### config.mk
export PLATFORM = sky130hd
export DESIGN_NAME = sha256_msg_sched_flat
export DESIGN_NICKNAME = d
export VERILOG_FILES = /design/src/rtl/sha256_msg_sched_pkg.sv /design/src/rtl/sha256_msg_sched_if.sv /design/src/rtl/sha256_msg_sched_add4.sv /design/src/rtl/sha256_msg_sched.sv /design/src/flat_wrapper.sv
export SDC_FILE = /design/constraint.sdc
export NUM_CORES = 1
export LEC_CHECK = 0
export ABC_AREA = 1
export ABC_CLOCK_PERIOD_IN_PS = 4000
export BUFFER_PORTS_ARGS = -buffer_cell sky130_fd_sc_hd__buf_2
export CAP_MARGIN = 20
export CORE_ASPECT_RATIO = 0.75
export CORE_MARGIN = 5
export CORE_UTILIZATION = 50
export DETAILED_ROUTE_END_ITERATION = 16
export GPL_TIMING_DRIVEN = 0
export PLACE_DENSITY = 0.73
export SLEW_MARGIN = 20
export SYNTH_ARGS = -nofsm -noshare
export SYNTH_HDL_FRONTEND = slang
export SYNTH_HIERARCHICAL = 1
export SYNTH_SLANG_ARGS = --single-unit
### constraint.sdc
create_clock -name clk -period 4 [get_ports clk]
set_input_delay 1.2 -clock clk [delete_from_list [all_inputs] [get_ports clk]]
set_output_delay 1.2 -clock clk [all_outputs]
set_load 0.02 [all_outputs]
### src/rtl/sha256_msg_sched_pkg.sv
// Shared types, constants and sigma helpers for the SHA-256 message schedule.
// Optional feature macro used by the other files: SHA256_SCHED_TIDX_EN.
package sha256_msg_sched_pkg;

    localparam int SHA256_WORDS  = 32'sd16;
    localparam int SHA256_ROUNDS = 32'sd64;
    localparam int WORD_W        = 32'sd32;
    localparam int TIDX_W        = 32'sd6;
    localparam int BLOCK_W       = SHA256_WORDS * WORD_W;

    typedef logic [WORD_W-1:0] word_t;
    typedef logic [TIDX_W-1:0] tidx_t;

    localparam tidx_t T_LAST = 6'd63;

    typedef enum logic [0:0] {
        ST_IDLE = 1'b0,
        ST_RUN  = 1'b1
    } state_e;

    // Small sigma functions of the schedule recurrence (rotations as wire swaps).
    function automatic word_t sigma0(input word_t x);
        return {x[6:0], x[31:7]} ^ {x[17:0], x[31:18]} ^ {3'b000, x[31:3]};
    endfunction

    function automatic word_t sigma1(input word_t x);
        return {x[16:0], x[31:17]} ^ {x[18:0], x[31:19]} ^ {10'b00_0000_0000, x[31:10]};
    endfunction

endpackage

### src/rtl/sha256_msg_sched_if.sv
// Schedule-word stream towards the round adder; t_idx exists only when
// SHA256_SCHED_TIDX_EN is defined.
interface sha256_msg_sched_if;
    import sha256_msg_sched_pkg::*;

    word_t w_out;
    logic  w_valid;
    logic  w_ready;
`ifdef SHA256_SCHED_TIDX_EN
    tidx_t t_idx;

    modport master (output w_out, output w_valid, output t_idx, input w_ready);
    modport slave  (input  w_out, input  w_valid, input  t_idx, output w_ready);
`else
    modport master (output w_out, output w_valid, input w_ready);
    modport slave  (input  w_out, input  w_valid, output w_ready);
`endif

endinterface

### src/rtl/sha256_msg_sched_add4.sv
// 32-bit four-operand modular adder; carries out of bit 31 are dropped.
module sha256_msg_sched_add4
    import sha256_msg_sched_pkg::*;
(
    input  word_t a_i,
    input  word_t b_i,
    input  word_t c_i,
    input  word_t d_i,
    output word_t sum_o
);

    assign sum_o = a_i + b_i + c_i + d_i;

endmodule

### src/rtl/sha256_msg_sched.sv
// SHA-256 message schedule: streams W0..W63 of one 512-bit block with a
// valid/ready handshake. Macro SHA256_SCHED_TIDX_EN adds the t_idx output.
module sha256_msg_sched
    import sha256_msg_sched_pkg::*;
(
    input  logic                 clk,
    input  logic                 rst_n,
    input  logic                 start,
    input  logic [BLOCK_W-1:0]   block_in,
    output logic                 busy,
    output logic                 done,
    sha256_msg_sched_if.master   ws
);

    state_e state_q, state_d;
    word_t  win_q [SHA256_WORDS];
    word_t  win_d [SHA256_WORDS];
    tidx_t  t_q, t_d;
    word_t  w_out_q, w_out_d;
    logic   w_valid_q, w_valid_d;
    logic   busy_q, busy_d;
    logic   done_q, done_d;
    word_t  new_word_s;
    logic   hs_s;
`ifdef SHA256_SCHED_TIDX_EN
    tidx_t  t_idx_q, t_idx_d;
`endif

    assign hs_s = w_valid_q & ws.w_ready;

    sha256_msg_sched_add4 u_add4 (
        .a_i   (sigma1(win_q[14])),
        .b_i   (win_q[9]),
        .c_i   (sigma0(win_q[1])),
        .d_i   (win_q[0]),
        .sum_o (new_word_s)
    );

    // Next-state logic: load on start, shift the window on each handshake.
    always_comb begin
        state_d   = state_q;
        win_d     = win_q;
        t_d       = t_q;
        w_valid_d = w_valid_q;
        busy_d    = busy_q;
        done_d    = 1'b0;
        case (state_q)
            ST_IDLE: begin
                if (start) begin
                    for (int i = 0; i < SHA256_WORDS; i++) begin
                        win_d[i] = block_in[(SHA256_WORDS - 1 - i) * WORD_W +: WORD_W];
                    end
                    t_d       = 6'd0;
                    w_valid_d = 1'b1;
                    busy_d    = 1'b1;
                    state_d   = ST_RUN;
                end else begin
                    w_valid_d = 1'b0;
                    busy_d    = 1'b0;
                end
            end
            ST_RUN: begin
                if (hs_s) begin
                    for (int i = 0; i < SHA256_WORDS - 1; i++) begin
                        win_d[i] = win_q[i + 1];
                    end
                    win_d[SHA256_WORDS - 1] = new_word_s;
                    // The final handshake ends the block instead of wrapping t.
                    if (t_q == T_LAST) begin
                        state_d   = ST_IDLE;
                        t_d       = 6'd0;
                        w_valid_d = 1'b0;
                        busy_d    = 1'b0;
                        done_d    = 1'b1;
                    end else begin
                        t_d = t_q + 6'd1;
                    end
                end else begin
                    state_d = ST_RUN;
                end
            end
            default: begin
                state_d   = ST_IDLE;
                t_d       = 6'd0;
                w_valid_d = 1'b0;
                busy_d    = 1'b0;
            end
        endcase
        w_out_d = w_valid_d ? win_d[0] : 32'd0;
`ifdef SHA256_SCHED_TIDX_EN
        t_idx_d = w_valid_d ? t_d : 6'd0;
`endif
    end

    // State, window and registered outputs.
    always_ff @(posedge clk or negedge rst_n) begin
        if (!rst_n) begin
            state_q   <= ST_IDLE;
            for (int i = 0; i < SHA256_WORDS; i++) begin
                win_q[i] <= 32'd0;
            end
            t_q       <= 6'd0;
            w_out_q   <= 32'd0;
            w_valid_q <= 1'b0;
            busy_q    <= 1'b0;
            done_q    <= 1'b0;
`ifdef SHA256_SCHED_TIDX_EN
            t_idx_q   <= 6'd0;
`endif
        end else begin
            state_q   <= state_d;
            win_q     <= win_d;
            t_q       <= t_d;
            w_out_q   <= w_out_d;
            w_valid_q <= w_valid_d;
            busy_q    <= busy_d;
            done_q    <= done_d;
`ifdef SHA256_SCHED_TIDX_EN
            t_idx_q   <= t_idx_d;
`endif
        end
    end

    assign ws.w_out   = w_out_q;
    assign ws.w_valid = w_valid_q;
    assign busy       = busy_q;
    assign done       = done_q;
`ifdef SHA256_SCHED_TIDX_EN
    assign ws.t_idx   = t_idx_q;
`endif

endmodule

### src/flat_wrapper.sv
// flat-port wrapper written by rule: the top's interface ports become plain ports
module sha256_msg_sched_flat import sha256_msg_sched_pkg::*;
  (clk, rst_n, start, block_in, busy, done, ws_w_out, ws_w_valid, ws_w_ready);
  sha256_msg_sched_if ws_i ();
  input  logic clk;
  input  logic rst_n;
  input  logic start;
  input  logic [BLOCK_W-1:0] block_in;
  output logic busy;
  output logic done;
  output wire logic [$bits(ws_i.w_out)-1:0] ws_w_out;
  output wire logic [$bits(ws_i.w_valid)-1:0] ws_w_valid;
  input wire logic [$bits(ws_i.w_ready)-1:0] ws_w_ready;
  assign ws_w_out = ws_i.w_out;
  assign ws_w_valid = ws_i.w_valid;
  assign ws_i.w_ready = ws_w_ready;
  sha256_msg_sched u_core (.clk(clk), .rst_n(rst_n), .start(start), .block_in(block_in), .busy(busy), .done(done), .ws(ws_i));
endmodule
==> results summary, run 1 <==
The critical path goes through xnor2_2, xnor2_2, fa_1, fa_1, ha_1, fa_2, nand3_1, nand3_2, nand3_1, nand3_2, nand2_1, nand2_1, nand2_1, nand2_1, nand2_1, nand3_1. The core region area came out at approximately 59,000 um2. In this run the horizontal extent of the chip is 292 um. The clock-pin slew of the registers on the worst-case setup and hold paths is roughly 0.06 ns. The total power consumption of the routed design is 40.9 mW. At the pin with the least slew margin, the transition time is 1.04 ns. The min-delay analysis places its worst path in the category flip-flop to flip-flop. The maximum level of the CTS H-tree is 2.

By area the synthesized netlist is led by sky130_fd_sc_hd__dfrtp_1 (46%), sky130_fd_sc_hd__nand3_1 (15%), sky130_fd_sc_hd__nand2_1 (14%). The placed wire-length estimate after detailed placement came out at between 90 and 100 mm. The clock reaches the later pin of the worst-skew pair after just over 0.6 ns. The area share of the leading cell type in the synthesized netlist is 46.3%.

The final layout contains 5,030 nets. The number of vias after detailed routing is a little under 30,000. The routability-driven placement congestion ratio came out at about 1.0. The arrival time of the worst setup path came out at 4.40 ns.

The analysis attributes to cell leakage a power of around 18 nW. The total clock buffers created by CTS came out at 55. Across the VDD grid, the largest voltage drop is 0.997 mV. The delay of the slowest cell on the worst path came out at 0.54 ns. The worst setup path is launched from a flip-flop. The run finished with clean final reports.

The initial antenna violation count is 10. The number of global-route vias before repair was 28,300. The sum of negative setup slack came out at 0 ns. The finished layout holds 5,256 standard cells, fillers aside.

The cell row count came out at 77. The final core utilization came out at 60.5%. Dividing the detail-routed wire length by the instance count gives 22.8 um. The number of DRC violations after detailed-routing iteration 0 is 3,620. The final worst clock skew came out at 0.0314 ns.

Global routing used between 30% and 40% of the available tracks across all layers. CTS placed an instance of sky130_fd_sc_hd__clkbuf_16 at the clock tree root. The cell count after synthesis came out at 3,822. Among all stages on the critical path, the largest delay is contributed by sky130_fd_sc_hd__fa_1. Summing every instance area after synthesis gives about 30,000 um2. In the layout the commonest cells are sky130_fd_sc_hd__nand2_1 (1,150), sky130_fd_sc_hd__nand3_1 (919), sky130_fd_sc_hd__buf_2 (614).

In this run the number of cells on the critical path is 16. The cell occurring most often along the worst timing path is sky130_fd_sc_hd__nand2_1. The cell taking the most area after synthesis is sky130_fd_sc_hd__dfrtp_1. The TritonCTS clock tree is built.

The number of sinks driven by the clock tree is 554. The first global-routing pass estimated 174 mm of wire. The worst reg2reg path startpoint is u_core/win_q[467]. The signed area change from the synthesized netlist to the final layout is 19.4%. The vertical extent of the die came out at about 220 um. The maximum number of pins on one net before global-route repair is 97.

The register bit count reported by yosys came out at 554. The critical path starts at u_core/win_q[467]. Averaged over all synthesized cells, the footprint is 7.83 um2. The slack of the worst reg-to-reg path is approximately 0.094 ns. The total global routing overflow is 0.

The area of the die came out at around 65,000 um2. Leaving out fill and tap cells, the most frequent cell in the layout is sky130_fd_sc_hd__nand2_1. The maximum operating frequency is roughly 260 MHz. The final period demand of the worst path came out at 3.91 ns.

The final count of negative-setup-slack endpoints is 0. The post-synthesis cell type count is 31. In this run the worst setup path terminates at u_core/win_q[29]. The via density per instance is around 5.6. The deepest clock path buffer count is 3.

The worst relative slew slack came out at 30.4%. The worst register-to-register path ends at u_core/win_q[29]. The number of warnings reported in the yosys synthesis log is 6. For this configuration, the core starts out at a cell density of approximately half.

The data required time of the critical path is 4.49 ns. The critical path is of the flip-flop to flip-flop type. STA classifies the critical path endpoint as a flip-flop. The worst hold margin came out at 0.481 ns. For this run, design rule violations remaining after detail routing come to 0.

For this design the ratio of total power to cell area is between 1000 and 1500 nW/um2. The ratio of cells with drive above 1 in the final layout came out at ~17%. The total of hold buffers inserted after clock tree synthesis came out at 0. The number of buffers and inverters on the critical path is 0. Summed over all layers, the routed wires come to 120 mm. After synthesis, flip-flops and latches occupy 46.3% of the total area. The net count of the mapped netlist came out at 4,432. In this run the remaining antenna-violating nets after routing total 0. The count of buffers inserted at the top-level ports is 549. The number of pins with negative max-slew slack in the final report is 0. On the critical path the largest part of the delay comes from adder cells. The number of I/O pins came out at 551. The count of TritonRoute iterations in the first routing pass came out at 6.

The number of cells on the worst reg-to-reg path is 16. The number of max-cap violations is 0. The final cycle utilization of the critical path came out at 97.7%. The final count of hold timing violations is 0.

The highest net fanout along the worst path came out at 4. The cell count after placement is 5,167.
[worst register-to-register path: stages, from the launching register on]
cell and delay (ns):
sky130_fd_sc_hd__dfrtp_2 0.47, sky130_fd_sc_hd__xnor2_2 0.18, sky130_fd_sc_hd__xnor2_2 0.35, sky130_fd_sc_hd__fa_1 0.55
sky130_fd_sc_hd__fa_1 0.46, sky130_fd_sc_hd__ha_1 0.25, sky130_fd_sc_hd__fa_2 0.45, sky130_fd_sc_hd__nand3_1 0.12
sky130_fd_sc_hd__nand3_2 0.11, sky130_fd_sc_hd__nand3_1 0.10, sky130_fd_sc_hd__nand3_2 0.15, sky130_fd_sc_hd__nand2_1 0.15
sky130_fd_sc_hd__nand2_1 0.06, sky130_fd_sc_hd__nand2_1 0.05, sky130_fd_sc_hd__nand2_1 0.14, sky130_fd_sc_hd__nand2_1 0.12
sky130_fd_sc_hd__nand3_1 0.08
[cells in the mapped netlist, drive strengths merged]
cell and number:
o211ai 98, ha 32, nor2 145, a21o 1, fa 62, dfrtp 554, nor3b 1, nand3 925
clkbuf 176, buf 81, nand2 1171, xor2 50, a22o 1, inv 403, o21bai 5, o21ai 4
nor3 6, nand4 5, xnor2 83, nand2b 1, a21oi 18
[final cells by class]
cell class / instances / area, um2
Clock inverter: 15 / 228
Sequential cell: 554 / 13900
Tap cell: 790 / 988
Antenna cell: 8 / 20.0
Inverter: 403 / 1510
Clock buffer: 80 / 1620
Fill cell: 5462 / 23300
Buffer: 240 / 1010
Timing Repair Buffer: 558 / 2950
Multi-Input combinational cell: 2608 / 13500
[worst min-delay path by stage]
stage	slack, ns	start	to	depth (start not counted)
3_3_place_gp	0.46	u_core/win_q[320]	u_core/win_q[320]	2
3_5_place_dp	0.47	u_core/win_q[157]	u_core/win_q[157]	2
4_1_cts	0.48	u_core/win_q[8]	u_core/win_q[8]	2
5_1_grt	0.50	u_core/win_q[8]	u_core/win_q[8]	2
2_1_floorplan	0.45	u_core/win_q[0]	u_core/win_q[0]	2
6_report	0.48	u_core/win_q[322]	u_core/win_q[322]	2
[per-layer routing]
layer	vias up	track usage [%]	routed length, um	share of wire, %
met2	1732	53.3	51800	43
met3	210	9.59	15200	13
met4	6	10.4	3860	3.2
met1	14100	51.3	48800	41
li1	13400	-	-	-
met5	-	0	28	0.023
[sequential cells by signal (all words and copies together) (netlist names)]
register	count
u_core/t_q	6
u_core/done	1
u_core/ws.w_valid	1
u_core/busy	1
u_core/ws.w_out	32
u_core/state_q	1
u_core/win_q	512
[timing repair]
action / 4_1_cts / 5_1_grt
gates resized for setup: 5 / 12
pin swaps: 2 / 3
setup endpoints to repair: 11 / 18
setup buffers: 0 / 3
[where the power goes]
group	leakage (nW)	switching (mW)	internal [mW]
registers	7.38	1.91	7.80
clock network	0.902	2.29	3.07
logic	10.1	17.5	8.33
total	18.4	21.7	19.2
[per-stage QoR]
step	setup slack (ns)	area, um2
CTS	0.0464	35700
detailed placement	-0.331	33800
finish	0.0936	35700
floorplan	0.740	29900
global route	-0.000804	35700
global placement	-9.97	33700
[cell families (layout without fill, tap and decap cells)]
family / count (synthesis) / in the layout / synth area share [%]
AOI/OAI and AO/OA: 127 / 127 / 3.04
xor gates and xnor gates: 133 / 133 / 3.89
adders and majority gates: 94 / 94 / 5.49
buffers and inverters: 660 / 1296 / 8.64
DFF: 554 / 554 / 46.3
other: 0 / 8 / 0
and+or+nand+nor: 2254 / 2254 / 32.6
(Power assumes the default switching activity.)
==> run 2, diff against run 1 <==
Settings changed: CTS_BUF_LIST set to sky130_fd_sc_hd__clkbuf_2, CTS_CLUSTER_DIAMETER set to 50, TNS_END_PERCENT set to 5.
==> run 2 against run 1 <==
  * Worst hold slack worse by 0.32 ns
  * Register-to-register slack better by 0.03 ns
  * First-iteration DRC count is 0.33% higher
  * Largest power group unchanged
  * Count of clock-buffer cells in the layout is 114 higher
  * Die area stayed put
  * Highest routed layer unchanged
  * Clock power is 29% lower
  * Core utilization is 1.1 points lower
  * Via count is 1.3% higher
==> results summary, run 2 (synthesized netlist as in run 1, its figures left out) <==
The flow ran to the end, and the final reports show no timing, DRC or antenna violations. The maximum level of the CTS H-tree came out at 4 (+2). The length of routed met3 wiring came out at 14.9 mm (-1.8%).

The total area of sequential cells came to 13,900 um2 (about the same). The cell area power density is 1120 nW/um2 (-2.2%). The cell row count is 77 (unchanged). The number of global-route vias before repair came out at 28,800 (+1.8%). The number of vias after detailed routing is 29,800 (+1.3%). STA classifies the critical path startpoint as a flip-flop. The kind of end point of the critical path is a flip-flop. The width of the die is 292 um (unchanged). The final count of hold timing violations came out at 0 (unchanged). The highest metal layer carrying signal wires in the routed design is met5.

More flip-flops sit in one register than any other, and that register is u_core/win_q. The routability-driven placement congestion ratio is 0.998 (unchanged). The detailed-routed wire length on met2 is 51.6 mm (-0.46%). The number of flip-flops under the largest register name was 512 (unchanged).

The count of buffers inserted at the top-level ports is 549 (unchanged). The slack of the worst reg-to-reg path is 0.13 ns (+0.03 ns). The number of remaining DRC errors came to 0 (unchanged). The TritonCTS clock tree is built. The maximum number of pins on one net before global-route repair came out at 97 (unchanged). The number of pins with negative max-slew slack in the final report is 0 (unchanged). The ratio of cells with drive above 1 in the final layout came out at 19.6% (+2.1 points). Leaving out fill and tap cells, the most frequent cells in the layout are sky130_fd_sc_hd__nand2_1 (1,151), sky130_fd_sc_hd__nand3_1 (919), sky130_fd_sc_hd__buf_2 (614). The area of all placed cells without fillers came out at 35,100 um2 (-1.9%).

The final routed wire length divided by cell count came to 22.3 um (-2.1%). The total number of nets in the final design is 5,116 (+1.7%). Clock tree synthesis selected as its root buffer the cell sky130_fd_sc_hd__clkbuf_2. The number of max-cap violations is 0 (unchanged). The overall track demand over capacity in global routing came out at 36.0% (+0.38 points).

The arrival time of the worst setup path is 5.04 ns (+0.64 ns). The number of DRC violations after detailed-routing iteration 0 is 3,632 (+0.33%). The core region area is 59,100 um2 (unchanged). In this run the worst hold path is classified as primary input to flip-flop. Leaving out fill and tap cells, the most frequent cell in the layout is sky130_fd_sc_hd__nand2_1. The data required time of the critical path was 5.16 ns (+0.67 ns). The wire length of the first global-routing pass came to 175 mm (+0.28%).

The placed cell area came out at 33,800 um2 (unchanged). The number of cells on the worst reg-to-reg path came to 16 (unchanged). The actual transition at the worst max-transition pin is 1.06 ns (+0.0181 ns). Setup repair after global routing could not meet its margin everywhere. The maximum operating frequency came to 258 MHz (+0.86%). The number of fill cells came out at 5,604 (+2.6%). The number of antenna-violating nets in the routed design came out at 0 (unchanged). The leakage power figure is 18.4 nW (about the same).

The final count of negative-setup-slack endpoints came out at 0 (unchanged). The deepest clock path buffer count came out at 3 (unchanged). The highest net fanout along the worst path is 3 (-1). The total wirelength of the detailed-routed design was 120 mm (+0.34%). The clock latency on the worst-skew pair is 1.28 ns (+0.66 ns).

The critical path ends at u_core/win_q[29]. The vertical extent of the die came out at 222 um (unchanged). The critical path is of the flip-flop to flip-flop type. The area of the die came out at 64,900 um2 (unchanged). The signed area change from the synthesized netlist to the final layout came out at 17.2%. The worst reg2reg path startpoint is u_core/win_q[467]. The met1 layer wirelength in the final routing is 49.5 mm (+1.5%). The number of sinks driven by the clock tree is 554 (unchanged). The total global routing overflow came to 0 (unchanged). The total clock buffers created by CTS is 140 (+150%). The clock-pin slew of the registers on the worst-case setup and hold paths is 0.11 ns (+0.05 ns). The worst register-to-register path ends at u_core/win_q[29].

The number of I/O pins came out at 551 (unchanged). The initial standard-cell utilization of the core came to 50.7% (unchanged). The final cycle utilization of the critical path is 96.8% (-0.83 points). The placed wire-length estimate after detailed placement came out at 96.7 mm (unchanged). The final core utilization is 59.4% (-1.1 points).

The via density per instance came out at 5.54 (-1.1%). The final period demand of the worst path is 3.87 ns (-0.0333 ns). The count of TritonRoute iterations in the first routing pass is 6 (unchanged). The maximum VDD drop came out at 1.00 mV (+0.48%). Tracing the worst setup path back leads to its startpoint at u_core/win_q[467]. The initial antenna violation count was 11 (+1). The area used by multi-input combinational logic came out at 13,500 um2 (-0.17%). The final worst clock skew is 0.0783 ns (+0.0469 ns). The worst relative slew slack is 29.2% (-1.2 points).
==> run 2: metrics by stage <==
step / setup TNS [ns] / hold slack, ns / setup WS, ns / power (mW) / instances
5_1_grt: -0.0288 / 0.113 / -0.0288 / 42.1 / 5384
4_1_cts: 0 / 0.00291 / 0.0108 / 38.5 / 5391
6_report: 0 / 0.159 / 0.127 / 39.2 / 5386
2_1_floorplan: 0 / 0.452 / 0.740 / 25.7 / 3822
3_5_place_dp: -1.53 / 0.469 / -0.331 / 34.5 / 5167
3_3_place_gp: -5467.68 / 0.463 / -9.97 / 34.2 / 5161
==> run 2: worst max-delay path, stage by stage, from the launching register on <==
cell and delay, ns:
sky130_fd_sc_hd__dfrtp_2 0.48, sky130_fd_sc_hd__xnor2_2 0.17, sky130_fd_sc_hd__xnor2_2 0.31, sky130_fd_sc_hd__fa_1 0.54, sky130_fd_sc_hd__fa_1 0.46, sky130_fd_sc_hd__ha_1 0.25
sky130_fd_sc_hd__fa_2 0.45, sky130_fd_sc_hd__nand3_1 0.12, sky130_fd_sc_hd__nand3_2 0.12, sky130_fd_sc_hd__nand3_1 0.11, sky130_fd_sc_hd__nand3_2 0.14, sky130_fd_sc_hd__nand2_1 0.15
sky130_fd_sc_hd__nand2_1 0.06, sky130_fd_sc_hd__nand2_1 0.05, sky130_fd_sc_hd__nand2_1 0.14, sky130_fd_sc_hd__nand2_1 0.12, sky130_fd_sc_hd__nand3_1 0.08
==> run 2: layout make-up <==
class	instances	area share, %
antenna	9	0.0642
buffer	240	2.88
clock buffer	194	2.77
multi-input combinational	2608	38.5
timing repair buffer	559	8.44
inverter	403	4.31
sequential	554	39.6
clock inverter	29	0.610
tap	790	2.82
==> run 2: where the power goes <==
| group | leakage (nW) | total [mW] | internal (mW) | switching [mW] |
|---|---|---|---|---|
| sequential | 7.37 | 9.69 | 7.78 | 1.91 |
| combinational | 10.1 | 25.7 | 8.29 | 17.4 |
| clock | 0.902 | 3.83 | 1.48 | 2.34 |
==> run 2: routing by layer <==
| metal | track usage [%] | vias up |
|---|---|---|
| li1 | - | 13600 |
| met1 | 52.0 | 14200 |
| met2 | 52.8 | 1783 |
| met3 | 9.54 | 235 |
| met4 | 12.6 | 6 |
| met5 | 0 | - |
==> run 2: repair_timing <==
action	CTS	global route
gates resized for setup	4	13
cloned	0	0
pin swaps	2	2
hold buffers	3	0
setup endpoints to repair	12	17
setup buffers	1	0
endpoints found under the hold margin	45	0
==> run 2: worst min-delay path by stage <==
stage / startpoint / slack, ns / end / cells after the start
after global placement: u_core/win_q[320] / 0.46 / u_core/win_q[320] / 2
after detailed placement: u_core/win_q[157] / 0.47 / u_core/win_q[157] / 2
after CTS: block_in[137] / 0.003 / u_core/win_q[137] / 3
final: block_in[351] / 0.16 / u_core/win_q[351] / 3
after global routing: block_in[199] / 0.11 / u_core/win_q[199] / 3
after floorplan: u_core/win_q[0] / 0.45 / u_core/win_q[0] / 2
